[src/rtl/cpu_pkg.sv]
// Shared definitions for the fetch stage and the multicycle control FSM:
// opcodes, addressing modes, instruction field positions and fetch states.
package cpu_pkg;

  localparam logic [3:0] OP_NOOP   = 4'd0;
  localparam logic [3:0] OP_LOD    = 4'd1;
  localparam logic [3:0] OP_STR    = 4'd2;
  localparam logic [3:0] OP_BRA    = 4'd4;
  localparam logic [3:0] OP_BRR    = 4'd5;
  localparam logic [3:0] OP_BNE    = 4'd6;
  localparam logic [3:0] OP_ALU_OP = 4'd8;
  localparam logic [3:0] OP_HLT    = 4'd15;

  localparam logic [3:0] AM_IMM = 4'd8;

  localparam int OPCODE_HI = 31;
  localparam int OPCODE_LO = 28;
  localparam int MM_HI     = 27;
  localparam int MM_LO     = 24;
  localparam int IMM_HI    = 15;
  localparam int IMM_LO    = 0;
  localparam int IMM_W     = IMM_HI - IMM_LO + 1;

  typedef enum logic [1:0] {
    IDLE = 2'd0,
    WAIT = 2'd1,
    DONE = 2'd2
  } fetch_state_t;

endpackage

[src/rtl/next_pc.sv]
// Combinational next-PC selection: sequential increment, absolute target,
// or PC-relative target with a sign-extended 16-bit offset (all modulo 2^PC_W).
module next_pc
  import cpu_pkg::*;
#(
  parameter int PC_W = 16
) (
  input  logic [PC_W-1:0]  pc,
  input  logic [PC_W-1:0]  abs_target,
  input  logic [IMM_W-1:0] imm,
  input  logic             pc_sel,
  input  logic             br_sel,
  output logic [PC_W-1:0]  npc
);

  logic [PC_W-1:0] offset;

  always_comb begin
    offset = PC_W'($signed(imm));
    npc    = pc + PC_W'(1);
    if (pc_sel) begin
      npc = br_sel ? (pc + offset) : abs_target;
    end
  end

endmodule

[src/rtl/fetch_unit.sv]
// Instruction fetch stage: PC and IR registers, req/valid instruction memory
// handshake, and a sticky halt flag raised when an HLT instruction is captured.
module fetch_unit
  import cpu_pkg::*;
#(
  parameter int          PC_W     = 16,
  parameter int          IR_W     = 32,
  parameter int unsigned RESET_PC = 0
) (
  input  logic            CLK,
  input  logic            RST,
  input  logic            FETCH_EN,
  input  logic            PC_WRITE,
  input  logic            PC_SEL,
  input  logic            BR_SEL,
  input  logic            PC_RST,
  output logic            IMEM_REQ,
  output logic [PC_W-1:0] IMEM_ADDR,
  input  logic            IMEM_VALID,
  input  logic [IR_W-1:0] IMEM_RDATA,
  output logic [IR_W-1:0] IR,
  output logic [3:0]      OPCODE,
  output logic [3:0]      MM,
  output logic [PC_W-1:0] PC,
  output logic            IR_VALID,
  output logic            BUSY,
  output logic            HALTED
);

  localparam logic [PC_W-1:0] RESET_PC_V = PC_W'(RESET_PC);

  fetch_state_t    state, state_d;
  logic [PC_W-1:0] pc_next;
  logic            start_fetch;
  logic            capture;

  assign OPCODE      = IR[OPCODE_HI:OPCODE_LO];
  assign MM          = IR[MM_HI:MM_LO];
  assign start_fetch = (state == IDLE) && FETCH_EN && !HALTED;
  assign capture     = (state == WAIT) && IMEM_VALID;

  next_pc #(.PC_W(PC_W)) u_next_pc (
    .pc         (PC),
    .abs_target (IR[PC_W-1:0]),
    .imm        (IR[IMM_HI:IMM_LO]),
    .pc_sel     (PC_SEL),
    .br_sel     (BR_SEL),
    .npc        (pc_next)
  );

  always_ff @(posedge CLK or posedge RST) begin
    if (RST) state <= IDLE;
    else     state <= state_d;
  end

  always_comb begin
    state_d  = state;
    IMEM_REQ = 1'b0;
    BUSY     = 1'b0;
    IR_VALID = 1'b0;
    case (state)
      IDLE: if (start_fetch) state_d = WAIT;
      WAIT: begin
        IMEM_REQ = 1'b1;
        BUSY     = 1'b1;
        if (IMEM_VALID) state_d = DONE;
      end
      DONE: begin
        IR_VALID = 1'b1;
        state_d  = IDLE;
      end
      default: state_d = IDLE;
    endcase
  end

  // Address is captured once at fetch start so later PC updates cannot disturb the request.
  always_ff @(posedge CLK or posedge RST) begin
    if (RST) begin
      IMEM_ADDR <= RESET_PC_V;
      IR        <= '0;
      HALTED    <= 1'b0;
    end else begin
      if (start_fetch) IMEM_ADDR <= PC;
      if (capture) begin
        IR <= IMEM_RDATA;
        if (IMEM_RDATA[OPCODE_HI:OPCODE_LO] == OP_HLT) HALTED <= 1'b1;
      end
    end
  end

  always_ff @(posedge CLK or posedge RST) begin
    if (RST)           PC <= RESET_PC_V;
    else if (PC_RST)   PC <= RESET_PC_V;
    else if (PC_WRITE) PC <= pc_next;
  end

endmodule

[config.mk]
export PLATFORM = sky130hd
export DESIGN_NAME = fetch_unit
export DESIGN_NICKNAME = d
export VERILOG_FILES = /design/src/rtl/cpu_pkg.sv /design/src/rtl/next_pc.sv /design/src/rtl/fetch_unit.sv
export SDC_FILE = /design/constraint.sdc
export NUM_CORES = 1
export LEC_CHECK = 0
export ABC_AREA = 1
export CAP_MARGIN = 20
export CORE_ASPECT_RATIO = 1.25
export CORE_MARGIN = 5
export CORE_UTILIZATION = 44
export CTS_CLUSTER_DIAMETER = 80
export DETAILED_ROUTE_END_ITERATION = 10
export GPL_TIMING_DRIVEN = 1
export PLACE_DENSITY = 0.83
export SLEW_MARGIN = 30
export SYNTH_ARGS = -nofsm -noshare
export SYNTH_HDL_FRONTEND = slang
export SYNTH_SLANG_ARGS = --single-unit
export TNS_END_PERCENT = 50
[constraint.sdc]
create_clock -name CLK -period 2.2 [get_ports CLK]
set_clock_uncertainty 0.05 [all_clocks]
set_input_delay 0.33 -clock CLK [delete_from_list [all_inputs] [get_ports CLK]]
set_output_delay 0.33 -clock CLK [all_outputs]
set_load 0.01 [all_outputs]
==> run summary, run 1 <==
The flow ran to the end, and the final reports show no timing, DRC or antenna violations. The vertical extent of the die is between 100 and 150 um. The critical path is of the reg2reg type. The count of hold-fix buffers inserted at cts came out at 0.

The overall routing resource usage came out at about 23%. The filler cell count came out at 785. TritonCTS built the clock tree.

The reg-to-reg setup timing slack came out at 0.19 ns. The last weighted congestion value of the routability-driven placer is around 0.94. The total iterations of the first detailed-routing run came out at 6.

The minimum setup slack in the final design is 0.193 ns. The nature of the critical path startpoint is a flip-flop. By area the synthesized netlist is led by sky130_fd_sc_hd__dfrtp_1 41%, sky130_fd_sc_hd__nand2_1 22%, sky130_fd_sc_hd__inv_1 6.4%, sky130_fd_sc_hd__ha_1 4.9%, sky130_fd_sc_hd__nand3_1 4.9%.

The global-route wire length before repair is 20800 um. The worst-case IR drop observed on VDD is approximately 0.49 mV. Setup total negative slack on the finished layout was measured at 0 ns. The setup fix buffers added after clock tree synthesis came out at 0. Setup violations remaining at the end of the flow were counted as 0.

Of all flip-flops after synthesis, the portion carrying an async set or reset was 100%. The net count after synthesis came out at around 640. The completed layout was analyzed and its total power is 3.75 mW.

The most common cell in the synthesized netlist is sky130_fd_sc_hd__nand2_1. The standby leakage power is approximately 3 nW. The maximum number of pins on one net before global-route repair is roughly 70. In the finished design, the share of the clock period the worst path needs comes to between 90% and 100%.

The number of global-route vias before repair is 4298. The number of nets with antenna violations after detailed routing came out at 0. The total clock buffers created by CTS is 9.

Based on the critical path, the design can be clocked at up to around 500 MHz. The number of instances in the synthesized netlist is 586. Counting flops with a built-in enable in the synthesized netlist gives 0. The initial antenna violation count is 0. The pre-CTS setup slack came out at 0.251 ns. The worst reg2reg path depth is 9. The H-tree generated during clock tree synthesis spans 3 levels. The most critical setup path has its endpoint at PC[5].

The worst setup path is captured at a flip-flop. The routed wire length per instance is around 15 um. At the pin with the least slew margin, the transition time is 0.696 ns. The starting DRC count in detailed routing came out at 270. The warning count from the yosys run came out at 0. The flip-flop cell with the highest count after synthesis is sky130_fd_sc_hd__dfrtp_1.

Setup repair after global routing left no endpoint under its margin. In this run the tightest slew margin relative to its limit is 53.4%. In this run the horizontal extent of the chip is about 97 um. The clock passes through at most 2 buffers. The top fanout value on the critical path came out at 6. The final antenna diode count came out at 0. Relative to the synthesized area, the layout overhead comes to 40.2%. The count of final hold-check violations is 0. The initial utilization of the core area, before any placement, comes to 45.1%. Buffers placed on the I/O ports in this run total 115.

The die footprint is ~11000 um2. The shortest period the worst path allows is ~2.0 ns. The footprint of the multi-input gates came out at between 2000 and 2500 um2. The sequential cell area came out at between 1500 and 2000 um2. The initialized floorplan defines 39 standard-cell rows. The sequential area share after synthesis came out at between 40% and 50%.

The area of the core came out at around 9000 um2. The HPWL after detailed placement is just over 9000 um. The post-cts repair resize count is 0.

The signal arrival time at the worst endpoint came out at ~2.2 ns. By count the netlist is led by 242 x sky130_fd_sc_hd__nand2_1, 70 x sky130_fd_sc_hd__inv_1, 67 x sky130_fd_sc_hd__dfrtp_1. In this run the cell area of the synthesized design comes to between 4000 and 5000 um2. The post-synthesis register bit count is 67. The critical path starts at PC[2]. The total congestion overflow after global routing is 0. The required time of the worst setup path is about 2.4 ns. The DRC violation count after routing is 0. The mean post-synth cell area came out at around 7.0 um2.

The startpoint identified for the worst register-to-register timing path is PC[2]. The clock input transition at the sequential cells of the worst setup and hold paths is ~0.06 ns. The top cell type's share of synthesized area is a little over 40%. Dividing the detail-routed via count by the number of cells gives roughly 5.2.

The final-stage net count is roughly 760. The root buffer cell chosen for the clock tree is sky130_fd_sc_hd__clkbuf_16. The reg-to-reg critical path endpoint is PC[5]. The routed wire length came out at around 12000 um.

The max-slew violation count was 0. Of the cells placed in the final design, the portion with a size suffix greater than 1 is roughly 7%. In this run the worst hold path is classified as in2async.

The detailed-route via count came out at 4287. At the later pin of the worst-skew pair, clock insertion delay measures 0.33 ns. The count of boundary I/O pins is around 120. The number of distinct standard cells referenced by the synthesized netlist came out at 31. The total clock sinks is 67. The power per unit of standard cell area is roughly 650 nW/um2. Summed over all instances, the cell type with the most area after synthesis is sky130_fd_sc_hd__dfrtp_1. The max-capacitance violation count came out at 0.
## stage by stage
stage | instances | cell area (um2) | hold slack [ns] | util [%]
3_5_place_dp | 816 | 5420 | 0.415 | 59.4
6_report | 832 | 5770 | 0.349 | 63.2
5_1_grt | 832 | 5770 | 0.375 | 63.2
2_1_floorplan | 586 | 4120 | 0.366 | -
3_3_place_gp | 816 | 5420 | 0.413 | 59.4
4_1_cts | 832 | 5770 | 0.355 | 63.2
## registers in the layout, indices dropped and copies added, names as in the netlist
register	flops
HALTED	1
IMEM_ADDR	16
IR	32
PC	16
state	2
## power breakdown
part | total, mW | internal (mW) | leakage, nW | switching, mW
clock | 1.69 | 1.12 | 0.167 | 0.570
sequential | 1.38 | 1.30 | 0.897 | 0.0776
combinational | 0.689 | 0.337 | 1.89 | 0.351
## critical path, cell delays in order, from the launching register on
cell                      delay (ns)
sky130_fd_sc_hd__dfrtp_1        0.44
sky130_fd_sc_hd__ha_1           0.36
sky130_fd_sc_hd__or2_1          0.28
sky130_fd_sc_hd__nand3_1        0.10
sky130_fd_sc_hd__nand2_1        0.13
sky130_fd_sc_hd__or2_0          0.23
sky130_fd_sc_hd__nand3_1        0.07
sky130_fd_sc_hd__nand2_1        0.09
sky130_fd_sc_hd__nand3_1        0.08
sky130_fd_sc_hd__o21ai_1        0.06
## cell usage in the layout, fill, tap and decap left out, types with 3 or more instances in the layout
cell / instances
sky130_fd_sc_hd__dfrtp_1: 67
sky130_fd_sc_hd__bufinv_16: 3
sky130_fd_sc_hd__xor2_1: 4
sky130_fd_sc_hd__nand2_1: 242
sky130_fd_sc_hd__clkdlybuf4s50_1: 115
sky130_fd_sc_hd__nand4_1: 3
sky130_fd_sc_hd__ha_1: 16
sky130_fd_sc_hd__clkbuf_16: 9
sky130_fd_sc_hd__a21oi_1: 26
sky130_fd_sc_hd__nor2_1: 24
sky130_fd_sc_hd__nor3_1: 5
sky130_fd_sc_hd__nand2_2: 5
sky130_fd_sc_hd__mux2_2: 6
sky130_fd_sc_hd__nand3_1: 40
sky130_fd_sc_hd__o21ai_1: 4
sky130_fd_sc_hd__o21ai_0: 30
sky130_fd_sc_hd__buf_4: 14
sky130_fd_sc_hd__inv_1: 69
## cells by family after synthesis
group	Yosys count	share of synthesized area, %
flops	67	40.7
mux	6	1.64
buf+inv	96	10.0
xor+xnor	5	1.06
fa+ha+maj	17	5.35
simple gates	330	33.1
compound gates	65	8.12
## area by class of cell
type / instances / area share, %
multi-input combinational: 423 / 35.1
clock inverter: 7 / 2.15
timing repair buffer: 130 / 22.1
tap: 123 / 2.67
sequential: 67 / 29.1
clock buffer: 9 / 3.90
inverter: 73 / 4.99
## how the worst min path moves through the flow
stage                          end       start  slack [ns]  cells after the start
after floorplan           state[0]  IMEM_VALID        0.37                      1
after global placement      IR[20]      IR[20]        0.41                      2
after detailed placement    IR[21]      IR[21]        0.42                      2
after CTS                   IR[16]         RST        0.35                      3
after global routing        IR[18]         RST        0.38                      3
final                       IR[16]         RST        0.35                      3
## routing by layer
layer  vias to the layer above  wire length (um)  global-route usage (%)
met2                       215              6380                    38.8
li1                       2063                 -                       -
met4                         0               320                    9.04
met3                        29              1030                    5.34
met5                         -                 0                       0
met1                      1980              4770                    27.6
Note: power is estimated with default switching activity, not from simulation.
==> run 2: changes to the inputs <==
--- a/config.mk
+++ b/config.mk
@@ -13,7 +13,7 @@
 export CTS_CLUSTER_DIAMETER = 80
 export DETAILED_ROUTE_END_ITERATION = 10
 export GPL_TIMING_DRIVEN = 1
-export PLACE_DENSITY = 0.83
+export PLACE_DENSITY = 0.8
 export SLEW_MARGIN = 30
 export SYNTH_ARGS = -nofsm -noshare
 export SYNTH_HDL_FRONTEND = slang
==> run summary, run 2 (synthesized netlist as in run 1, its figures left out) <==
The run finished with clean final reports. The filler cell count is about 800. The signal arrival time at the worst endpoint came out at 2.16 ns.

Setup repair after global routing left no endpoint under its margin. The total iterations of the first detailed-routing run is 5. The worst-skew pair later-pin latency is between 0.3 and 0.4 ns. The total congestion overflow after global routing came out at 0. The post-route core utilization came out at a little over three fifths. CTS placed an instance of sky130_fd_sc_hd__clkbuf_16 at the clock tree root. The growth of design area from synthesis to finish came out at 38.5%. The critical path buffer and inverter count is 2. The reg-to-reg setup timing slack is 0.21 ns. The sum of negative setup slack came out at 0 ns. In the global route stage, met1 resource usage came out at a little over a quarter.

In this run the static leakage power is about 2.9 nW. Cells with a size suffix above 1 make up 6.23% of the layout. On the worst path, the slowest cell contributes a delay of approximately 0.40 ns. The cell with the biggest individual delay on the critical path is sky130_fd_sc_hd__dfrtp_1. The startpoint of the lowest-slack register-to-register path is PC[0]. Hold timing on the final database bottoms out at a slack of around 0.25 ns. The max-capacitance violation count is 0. The library cell used most frequently in the layout, excluding fill and tap cells, is sky130_fd_sc_hd__nand2_1. On the critical path the largest part of the delay comes from simple AND/OR/NAND/NOR gates. The highest clock rate is between 500 and 600 MHz. For met2 alone, demand over resource in global routing was 37.5%. CTS saw 67 sinks. The starting DRC count in detailed routing is about 200. For this block, the routed nets add up to ~12000 um of wire. The number of levels the H-tree was split into came out at 3. Measured along the x axis, the die boundary spans 96.5 um. The register with the most flip-flops in the final layout is IR. The starting density of the core is between 40% and 50%. The routed wire length per instance came out at about 14 um. Post-CTS repair changed the size of 0 cells.

In the final layout, the registers with the most flip-flops are IR x32, IMEM_ADDR x16, PC x16. The nature of the critical path startpoint is a flip-flop. After layout, the worst path uses 90.5% of the clock period. The core region is roughly 9100 um2.

The setup fix buffers added after clock tree synthesis is 0. The die footprint is around 11000 um2. At the pin with the least slew margin, the transition time is about 0.66 ns. The post-detailed-placement half-perimeter wirelength came out at between 9000 and 10000 um. met2 is the most crowded layer.

The clock input transition at the sequential cells of the worst setup and hold paths came out at 0.06 ns. Walking the worst path, the cells encountered are ha_1 -> inv_1 -> fa_1 -> inv_1 -> nand3_1 -> nand3_1 -> nand3_1 -> nand3_1 -> nand2_1 -> nand3_1 -> nand2_1 -> nand2_1 -> nand2_1. The number of global-route vias before repair came to between 4000 and 5000. The count of final hold-check violations is 0. The initial antenna violation count came out at 0.

The detailed-route via count is 4189. The number of flip-flops in the largest register is 32. The first global-routing pass estimated 20300 um of wire. The max-slew violation count is 0. The path class of the tightest hold or removal check is in2async. Along the worst path, the maximum fanout reaches 5. With fillers left out, the area of the finished cells amounts to roughly 5700 um2. The last weighted congestion value of the routability-driven placer came out at 0.952. The routed design could run at a clock period as short as approximately 2.0 ns. The critical path class is reg2reg.

The count of buffers added on input and output ports is 115. The total stage count of the critical path is 13. The vertical extent of the die is ~120 um.

The worst slew margin relative to its limit came out at 55.8%. The placed instance area is approximately 5400 um2. The row count is 39. The total clock buffers created by CTS came out at 9.

The total power of the final layout is about 3.5 mW. In this run the deepest clock path goes through 2 buffers. The power per unit of standard cell area is 611 nW/um2. 0 antenna diodes ended up in the layout. The maximum vdd drop came out at 0.384 mV. The worst reg2reg path depth is 13.

The average via count per standard cell came out at between 5 and 6. The reg-to-reg critical path endpoint is PC[12]. The top cell types in the final layout, fill and taps aside, are 242 x sky130_fd_sc_hd__nand2_1, 115 x sky130_fd_sc_hd__clkdlybuf4s50_1, 69 x sky130_fd_sc_hd__inv_1. The maximum number of pins on one net before global-route repair is 52. The number of nets with antenna violations after detailed routing is 0. The number of failing setup endpoints in the final timing report is 0. The number of hold buffers added after CTS was 0. For this run, global-route usage on met3 was measured as 4.70%. The kind of end point of the critical path is a flip-flop.

For the worst setup path, the data required time is about 2.4 ns. The count of boundary I/O pins is 116. Counting stages on the worst path, the most repeated cell is sky130_fd_sc_hd__nand3_1. TritonCTS built the clock tree.

The overall routing resource usage came out at about 22%. At the end of the flow, the number of nets in the layout was between 700 and 800. The DRC violation count after routing came out at 0.
run 2: cell count changes in the layout (fill, tap and decap cells not counted):
| cell | change |
|---|---|
| sky130_fd_sc_hd__clkbuf_8 | +2 |
| sky130_fd_sc_hd__bufinv_16 | -2 |
| sky130_fd_sc_hd__clkbuf_1 | +2 |
| sky130_fd_sc_hd__buf_4 | -2 |
| sky130_fd_sc_hd__clkinv_2 | +1 |
| sky130_fd_sc_hd__clkinvlp_4 | -1 |
| sky130_fd_sc_hd__inv_6 | -2 |
| sky130_fd_sc_hd__clkinv_4 | -1 |
run 2: layer usage:
metal	wire (um)	part of all wire, %
met2	6160	51
met5	0	0
met1	4800	40
met4	322	2.7
met3	714	6.0
run 2: worst max path at each step:
stage / start / to / slack (ns)
after floorplan: RST / HALTED / 0.14
after global placement: PC[0] / PC[12] / 0.28
after detailed placement: PC_WRITE / PC[3] / 0.22
after CTS: PC[0] / PC[12] / 0.22
after global routing: PC[0] / PC[12] / 0.02
final: PC[0] / PC[12] / 0.21
run 2: area by class of cell:
class,count,area [um2],area share (%)
clock buffers,13,260,4.56
clock inverters,2,35.0,0.614
inverters,73,288,5.05
multi-input cells,423,2030,35.5
flip-flops and latches,67,1680,29.4
well taps,123,154,2.70
repair buffers,128,1260,22.1
run 2: where the power goes:
part	switching (mW)	internal, mW	total, mW
Clock	0.497	0.931	1.43
Sequential	0.0746	1.30	1.38
Combinational	0.342	0.337	0.679
Total	0.913	2.57	3.48
run 2: through the flow:
step | instances | setup slack (ns)
CTS | 829 | 0.220
floorplan | 586 | 0.137
detailed placement | 814 | 0.223
global route | 829 | 0.0219
finish | 829 | 0.209
global placement | 814 | 0.277
